## config.mk

```make
export PLATFORM = sky130hd
export DESIGN_NAME = song_player
export DESIGN_NICKNAME = d
export VERILOG_FILES = /design/src/rtl/song_pkg.sv /design/src/rtl/song_player_tick_gen.sv /design/src/rtl/song_player.sv
export SDC_FILE = /design/constraint.sdc
export NUM_CORES = 1
export LEC_CHECK = 0
export ABC_AREA = 0
export CAP_MARGIN = 20
export CORE_MARGIN = 3
export CORE_UTILIZATION = 60
export DETAILED_ROUTE_END_ITERATION = 16
export PLACE_DENSITY = 0.88
export SLEW_MARGIN = 20
export SYNTH_ARGS = -nofsm -noshare
export SYNTH_HDL_FRONTEND = slang
export SYNTH_HIERARCHICAL = 1
export SYNTH_SLANG_ARGS = --single-unit
```

## constraint.sdc

```tcl
create_clock -name clk -period 5.6 [get_ports clk]
set_input_delay 0.56 -clock clk [delete_from_list [all_inputs] [get_ports clk]]
set_output_delay 0.56 -clock clk [all_outputs]
set_load 0.005 [all_outputs]
```

## src/rtl/song_pkg.sv

```systemverilog
// song_pkg
// Shared widths, constants and the sequencer state type for the song player.
// Anything that talks to the song ROM or the tone generator imports this so
// the address/note/duration widths only live in one place.

package song_pkg;

  localparam int ADDR_W = 5;
  localparam int NOTE_W = 4;
  localparam int DUR_W  = 16;
  localparam int SONG_W = 4;

  // Highest ROM address; a song never wraps past this entry.
  localparam logic [ADDR_W-1:0] LAST_ADDR = 5'd31;

  // Note code that the tone generator treats as silence.
  localparam logic [NOTE_W-1:0] NOTE_REST = 4'd0;

  typedef enum logic [1:0] {
    IDLE  = 2'd0,
    FETCH = 2'd1,
    PLAY  = 2'd2
  } state_t;

endpackage

```

## src/rtl/song_player_tick_gen.sv

```systemverilog
// tick_gen
// Duration-unit prescaler. Counts TICK_DIV clock cycles per tick while
// enabled, holding its count while disabled so a paused note resumes exactly
// where it stopped.
//
// Ports:
//   clk     system clock
//   rst     synchronous, active-high reset (count cleared to 0)
//   clear   reload the count with TICK_DIV-1 (start of a new note)
//   enable  count this cycle; low holds the count
//   tick    one-cycle pulse on the cycle the count reaches 0 while enabled

module tick_gen #(
  parameter int TICK_DIV = 100000
) (
  input  logic clk,
  input  logic rst,
  input  logic clear,
  input  logic enable,
  output logic tick
);

  localparam int PRE_W = $clog2(TICK_DIV);
  localparam logic [PRE_W-1:0] RELOAD = PRE_W'(TICK_DIV - 1);

  logic [PRE_W-1:0] count;

  // The tick fires in the last cycle of each unit, so after a clear the
  // first tick arrives exactly TICK_DIV enabled cycles later.
  assign tick = enable && (count == '0);

  // Reload has priority over counting so the FETCH cycle always leaves the
  // prescaler primed for the first PLAY cycle.
  always_ff @(posedge clk) begin
    if (rst) begin
      count <= '0;
    end else if (clear) begin
      count <= RELOAD;
    end else if (enable) begin
      if (count == '0) begin
        count <= RELOAD;
      end else begin
        count <= count - 1'b1;
      end
    end
  end

endmodule

```

## src/rtl/song_player.sv

```systemverilog
// song_player
// Song sequencer: walks the song ROM one entry at a time, holds each note for
// its duration (in TICK_DIV-cycle units) and mutes the last GAP_UNITS units of
// every note so back-to-back repeats of the same pitch stay audibly separate.
//
// Ports:
//   clk           system clock
//   rst           synchronous, active-high reset
//   start         begin playback from address 0 (only honoured in IDLE)
//   pause         level; freezes note timing and mutes output while high
//   stop          abort playback and return to IDLE (highest priority)
//   song_sel      song number, latched into rom_song on an accepted start
//   rom_address   ROM entry address
//   rom_song      latched song number to the ROM
//   rom_note      note code from the ROM (combinational)
//   rom_duration  entry duration in units from the ROM; 0 marks end of song
//   note_out      registered note code to the tone generator, 0 = silence
//   playing       high in FETCH and PLAY, including while paused
//   done          one-cycle pulse when a song ends by itself

module song_player
  import song_pkg::*;
#(
  parameter int TICK_DIV  = 100000,
  parameter int GAP_UNITS = 50
) (
  input  logic              clk,
  input  logic              rst,
  input  logic              start,
  input  logic              pause,
  input  logic              stop,
  input  logic [SONG_W-1:0] song_sel,
  output logic [ADDR_W-1:0] rom_address,
  output logic [SONG_W-1:0] rom_song,
  input  logic [NOTE_W-1:0] rom_note,
  input  logic [DUR_W-1:0]  rom_duration,
  output logic [NOTE_W-1:0] note_out,
  output logic              playing,
  output logic              done
);

  localparam logic [DUR_W-1:0] GAP = DUR_W'(GAP_UNITS);

  state_t              state;
  logic [NOTE_W-1:0]   note_reg;
  logic [DUR_W-1:0]    remaining;
  logic [DUR_W-1:0]    remaining_dec;
  logic                tick;
  logic                pre_clear;
  logic                pre_enable;

  // The prescaler is primed during FETCH and only runs in unpaused PLAY.
  assign pre_clear     = (state == FETCH);
  assign pre_enable    = (state == PLAY) && !pause;
  assign remaining_dec = remaining - 1'b1;

  tick_gen #(
    .TICK_DIV (TICK_DIV)
  ) u_tick_gen (
    .clk    (clk),
    .rst    (rst),
    .clear  (pre_clear),
    .enable (pre_enable),
    .tick   (tick)
  );

  // Sequencer. note_out is registered, so it is always computed from the
  // value remaining will hold in the next cycle; that keeps the audible part
  // of a note aligned with remaining > GAP_UNITS, not one cycle behind it.
  always_ff @(posedge clk) begin
    if (rst) begin
      state       <= IDLE;
      rom_address <= '0;
      rom_song    <= '0;
      note_out    <= NOTE_REST;
      note_reg    <= NOTE_REST;
      remaining   <= '0;
      playing     <= 1'b0;
      done        <= 1'b0;
    end else if (stop) begin
      state       <= IDLE;
      rom_address <= '0;
      note_out    <= NOTE_REST;
      remaining   <= '0;
      playing     <= 1'b0;
      done        <= 1'b0;
    end else begin
      done <= 1'b0;
      case (state)
        IDLE: begin
          note_out    <= NOTE_REST;
          rom_address <= '0;
          if (start) begin
            rom_song <= song_sel;
            playing  <= 1'b1;
            state    <= FETCH;
          end
        end

        FETCH: begin
          note_reg  <= rom_note;
          remaining <= rom_duration;
          if (rom_duration == '0) begin
            state       <= IDLE;
            rom_address <= '0;
            note_out    <= NOTE_REST;
            playing     <= 1'b0;
            done        <= 1'b1;
          end else begin
            state    <= PLAY;
            note_out <= (!pause && (rom_duration > GAP)) ? rom_note : NOTE_REST;
          end
        end

        PLAY: begin
          if (tick) begin
            if (remaining == DUR_W'(1)) begin
              remaining <= '0;
              note_out  <= NOTE_REST;
              if (rom_address == LAST_ADDR) begin
                state       <= IDLE;
                rom_address <= '0;
                playing     <= 1'b0;
                done        <= 1'b1;
              end else begin
                rom_address <= rom_address + 1'b1;
                state       <= FETCH;
              end
            end else begin
              remaining <= remaining_dec;
              note_out  <= (remaining_dec > GAP) ? note_reg : NOTE_REST;
            end
          end else if (pause) begin
            note_out <= NOTE_REST;
          end else begin
            note_out <= (remaining > GAP) ? note_reg : NOTE_REST;
          end
        end

        default: begin
          state       <= IDLE;
          rom_address <= '0;
          note_out    <= NOTE_REST;
          playing     <= 1'b0;
        end
      endcase
    end
  end

endmodule
```

**After elaboration in Yosys (flattened, before gate mapping)**

Index checks and enable logic that the tools add are counted.

- Equal/unequal tests: 9
- Bitwise operators: 1
- Reduce and logical (&&, ||, !) cells: 17
- Order comparisons: 3
- $add $sub $neg: 3
- Mux-type cells: 36

Operators by type and width:

| cell | number |
|---|---|
| $mux 17 | 3 |
| $gt 16x6->1 const B | 3 |
| $mux 16 | 2 |
| $pmux 16 s2 | 1 |
| $mux 4 | 7 |
| $mux 5 | 4 |
| $logic_not 17->1 | 1 |
| $sub 17x1->17 const B | 1 |
| $eq 16x1->1 const B | 1 |
| $logic_not 16->1 | 1 |
| $sub 16x1->16 const B | 1 |
| $mux 1 | 10 |
| $pmux 5 s2 | 1 |
| $reduce_and 3->1 | 3 |
| $mux 2 | 4 |
| $pmux 4 s2 | 1 |
| $ne 2x1->1 const B | 3 |
| $pmux 2 s3 | 1 |
| $add 5x1->5 const B | 1 |
| $eq 5x5->1 const B | 1 |
| $reduce_and 5->1 | 1 |
| $ne 2x2->1 const B | 2 |
| $reduce_and 2->1 | 2 |
| $reduce_bool 2->1 | 2 |
| 9 further kinds | 12 |

- Logic and storage cells: 79
- Bits of input ports: 29
- Flip-flop bits (word level): 54

**Logic depth before layout (Yosys ltp)**

- Depth after elaboration: 6
- Depth in mapped cells: 11
- Gate-level depth less buffers: 10

**Hierarchy**

The synthesis kept the hierarchy.

Modules (own cells, without submodules):

| module | cells each | seq. area each (um^2) | area each (um^2) | instances |
|---|---|---|---|---|
| song_player | 306 | 740.7 | 2529.9 | 1 |
| tick_gen | 103 | 340.3 | 919.6 | 1 |

**Least setup slack after synthesis**

Ideal clock, no wire load.

- Kind: register to register
- Start point: reg u_tick_gen.count[10]
- End point: reg state[0]
- Data arrival time: 2.460 ns
- Period minus slack after synthesis: 2.530 ns
- Library setup time: 0.071 ns
- Stages on the path, launching flop included: 6
- Buffers on the path: 0
- Path slack: 3.070 ns
- Cells stage by stage: dfxtp_1 -> or4_1 -> nor4_1 -> a21oi_1 -> or4_1 -> a21oi_1

- Cells in the longest elaborated chain, start to end: 4

Ends and longest elaborated chain:

| what | RTL line | source |
|---|---|---|
| start: declaration | song_player_tick_gen.sv:26 | `logic [PRE_W-1:0] count;` |
| start signal: assignment | song_player_tick_gen.sv:43 | `count <= count - 1'b1;` |
| $logic_not 17->1 | song_player_tick_gen.sv:30 | `assign tick = enable && (count == '0);` |
| $logic_and 1x1->1 | song_player_tick_gen.sv:30 |  |
| via tick | song_player.sv:48 | `logic tick;` |
| $ne 2x2->1 (no line) | -- |  |
| $reduce_and 3->1 (no line) | -- |  |
| end signal: assignment | song_player.sv:72 | `state <= IDLE;` |
| end signal: assignment | song_player.sv:81 | `state <= IDLE;` |
| end signal: assignment | song_player.sv:96 | `state <= FETCH;` |
| end: declaration | song_player.sv:44 | `state_t state;` |

The timed path passes the listed nets, and every way through them passes these cells.
A chain may end at the register's enable or synchronous reset.

**Final worst setup path**

- Start point: reg state[0]
- End point: reg state[0]

- Cells in the longest elaborated chain, start to end: 5
- Elaborated cells on any way between the ends: 10
- Those cells by class: eq/ne (5); mux (1); reduce/logical (4)

Ends and longest elaborated chain:

| what | RTL line | source |
|---|---|---|
| $eq 2x2->1 | song_player.sv:54 | `assign pre_enable = (state == PLAY) && !pause;` |
| $logic_and 1x1->1 | song_player.sv:54 |  |
| via pre_enable | song_player.sv:50 | `logic pre_enable;` |
| $logic_and 1x1->1 | song_player_tick_gen.sv:30 |  |
| via tick | song_player.sv:48 |  |
| $ne 2x2->1 (no line) | -- |  |
| $reduce_and 3->1 (no line) | -- |  |

The timed path passes the listed nets, and every way through them passes these cells.

==> results.txt <==
* Total number of yosys warnings: 6
- Across every metal layer, demand over resource in global routing totals 0.277.
- The smallest clock period supported by the final layout is computed as 3.53 ns.
- Layout fillers: 411
* Final ANT Viol Nets: 0
* Switch Pwr: 255 uW
- For this design the top-level I/O count stands at 44.
- Registers take 1080 um2.
* Stages on the worst setup path: 9
- The mapped netlist covers 3450 um2.
- Measured against its own limit, the worst slew margin works out to 0.329.
- Clock tree synthesis inserted a total of 5 buffers.
- u_tick_gen/count holds more flip-flops than any other register.
* Cell at the root of the clock tree: clkbuf_8
- For the worst-skew pair, the clock arrives at the later sink with an insertion delay of 0.32 ns.
- Critical path startpoint category: flop
- Max FO, Critical Path: 12
- Utilization of the core after routing: 0.735
- IR analysis of the VDD net gives a maximum drop of 0.187 mV.
- In the final layout, the registers with the most flip-flops are u_tick_gen/count (17), remaining (16), rom_address (5).
- Worst setup endpoint: state[0]
* Final Hold Viols: 0
* Relative contribution of combinational cells to total power: 0.212
* Final sum of negative setup slack: 0 ns
- Clock-pin transition on the worst setup and hold timing paths: around 0.11 ns
- Slowest CP cell: nor4_1
- STA classifies the critical path endpoint as a flop.
- CTS saw 54 sinks.
* Placed wire-length estimate after detailed placement: 6280 um
- Launch point of the worst path: state[0]
- By startpoint and endpoint, the worst setup path is classified as reg2reg.
* Die extent in x: 81.8 um
* Worst path max stage delay: roughly 0.86 ns
- The repair_antennas step left the layout with diodes totalling 0.
- The H-tree generated during clock tree synthesis spans 2 levels.
- After floorplanning, the core was sized to cover 5340 um2.
- Worst path bufs/invs: 3
* Max reg flops: 17
- After the last flow step, the layout net total stands at roughly 470.
* Average instance area after synthesis: 8.43 um2
- For this run, the top clock speed supported by timing is between 200 and 300 MHz.
* Maximum number of pins on one net before global-route repair: 33
- Counting flops with a built-in enable in the synthesized netlist gives 0.
- After detailed routing, the number of vias per cell comes to 6.70.
* Finish-stage setup viols: 0
- Gate count of the mapped netlist: 409
* Row count: 26
- For the worst setup path, the data arrival time is 3.78 ns.
* Number of antenna violations at the first check in global routing: 0
- RSZ-0062 raised after global routing: false
* Pin slew with the least headroom to its limit: 0.997 ns
- # Post-CTS Setup Buffers: 0
- Power density cells: 223 nW/um2
- Number of violations of the max-capacitance limit: 0
- Effective utilization at floorplan: 0.647
- The share of total power dissipated in the clock network is 0.313.
- For this design, the CTS-stage hold fixing added 0 buffers.
- Of all flip-flops after synthesis, the portion carrying an async set or reset was 0.
- The number of slew-limit violations in the final report is 0.
* Worst hold-check path type: reg2reg
- Final Cycle Share: 0.631
- Number of buffers inserted by port buffering: 43
- Kind of cell with the highest combined delay on the critical path: simple AND/OR/NAND/NOR gates
* Worst Reg2Reg Path Length in Cells: 9
* Sequential cell area fraction in the yosys report: 0.313
- For flop-to-flop paths, the worst setup slack is 2.07 ns.
- Internal power: 621 uW
- Die Y-Extent: 81.8 um
- Post-route DRC: 0
- Cell-by-cell trace of the critical path: inv_1, ha_1, nand2b_1, inv_1, inv_1, nor4_1, a21oi_1, or4_1, a21oi_1
* Die outline area: around 6700 um2
* WL per Instance: 17.7 um
- In this design, the critical path's most frequently occurring cell is inv_1.
- The endpoint identified for the worst register-to-register timing path is state[0].
- Leading cell types in the layout, fill and taps excluded: dfxtp_1 (54), nor2_1 (49), clkdlybuf4s50_1 (43), o21ai_0 (25), a21oi_1 (22)
- Summing all multi-input logic gate instances after layout gives approximately 2100 um2.
- Data required time of the critical path: 5.85 ns
- Outcome: finished, final reports clean
- In this run, synthesis produced a sequential element count of 54.
- After detailed routing, the total wire length is 8910 um.
- The first routing iteration left 390 violations.
* Worst Skew: 0.0150 ns
* Switching Share: 0.292
- The library cell used most frequently in the layout, excluding fill and tap cells, is dfxtp_1.
* Post-CTS Resized: 0
* DRT Pass-1 Iters: 5
- Total number of vias: 3361
- The number of global-route vias before repair is 3051.
- Clock tree from TritonCTS: yes
* Startpoint of the lowest-slack register-to-register path: state[0]
* Global-route congestion overflow total: 0
- For this run, the leading register cell type out of synthesis is dfxtp_1.
- Leakage: 1.40 nW
- Proportion of layout cells with a drive suffix above 1: 0.0833
* Net count after synthesis: between 400 and 500
- Distinct cells, synth: 68
- Counting along the longest clock path gives a buffer depth of 2.
* Routability-driven placement congestion ratio: 0.862
- The first global-routing pass estimated 14700 um of wire.
* Share of total power in sequential cells: 0.475
* Layout overhead on the synthesized area: 13.7%
-- kinds of logic after synthesis --
family | Yosys count | synth area share
muxes | 9 | 0.0265
AOI/OAI and AO/OA | 104 | 0.215
buffers and inverters | 45 | 0.0649
adders and majority gates | 11 | 0.0399
xor gates and xnor gates | 18 | 0.0479
DFF | 54 | 0.313
and+or+nand+nor | 168 | 0.293
-- final cells by class --
class / count / area share
clock buffers: 5 / 0.0175
clock inverters: 3 / 0.0121
inverters: 17 / 0.0163
multi-input cells: 310 / 0.547
flip-flops and latches: 54 / 0.276
well taps: 70 / 0.0223
repair buffers: 43 / 0.110
-- tightest hold or removal path: cells and delay by family (launching register included) --
kind	cells	cell delay (ns)
AND/OR/NAND/NOR	1	0.08
multiplexers	1	0.06
flip-flops	1	0.34
-- synth_stat cells, types with 7 or more instances --
cell	instances	area, um2
dfxtp_1	54	1080
nor2_1	49	184
o21ai_0	25	125
a21oi_1	22	110
nor3_1	20	100
inv_1	17	63.8
clkbuf_1	15	56.3
nor4_1	13	81.3
nand2_1	12	45.0
or4_1	12	90.1
ha_1	11	138
xor2_1	10	87.6
mux2i_1	8	80.1
nand3_1	8	40.0
xnor2_1	7	61.3
-- power groups by stage --
stage	Sequential [mW]	Clock (mW)	Combinational, mW
6_report	0.416	0.274	0.186
5_1_grt	0.418	0.290	0.203
4_1_cts	0.415	0.275	0.183
3_5_place_dp	0.424	0	0.181
3_3_place_gp	0.423	0	0.176
2_1_floorplan	0.417	0	0.137
-- metal layers --
metal  GRT usage  share of wire  vias up  routed length, um
met1       0.386           0.45     1609               4010
met3      0.0537          0.072       20                644
met2       0.443           0.46      163               4130
met5           0              0        -                  0
met4      0.0615          0.014        0                127
li1            -              -     1569                  -
-- how the worst min path moves through the flow --
stage / from / to / slack, ns / cells after the start
after floorplan: note_reg[0] / note_reg[0] / 0.46 / 2
after global routing: u_tick_gen/count[15] / u_tick_gen/count[15] / 0.54 / 2
final: note_reg[2] / note_reg[2] / 0.51 / 2
after detailed placement: rom_address[4] / rom_address[4] / 0.49 / 2
after CTS: rom_address[4] / rom_address[4] / 0.51 / 2
after global placement: u_tick_gen/count[15] / u_tick_gen/count[15] / 0.48 / 2
-- through the flow --
step | total power, mW | hold WS, ns | instance area (um2) | cells | setup slack [ns]
3_5_place_dp | 0.605 | 0.492 | 3810 | 494 | 2.18
5_1_grt | 0.911 | 0.539 | 3920 | 502 | 1.89
2_1_floorplan | 0.555 | 0.461 | 3450 | 409 | 3.07
3_3_place_gp | 0.599 | 0.483 | 3810 | 494 | 2.24
6_report | 0.876 | 0.515 | 3920 | 502 | 2.07
4_1_cts | 0.874 | 0.506 | 3920 | 502 | 2.17
Note: power is estimated with default switching activity, not from simulation.
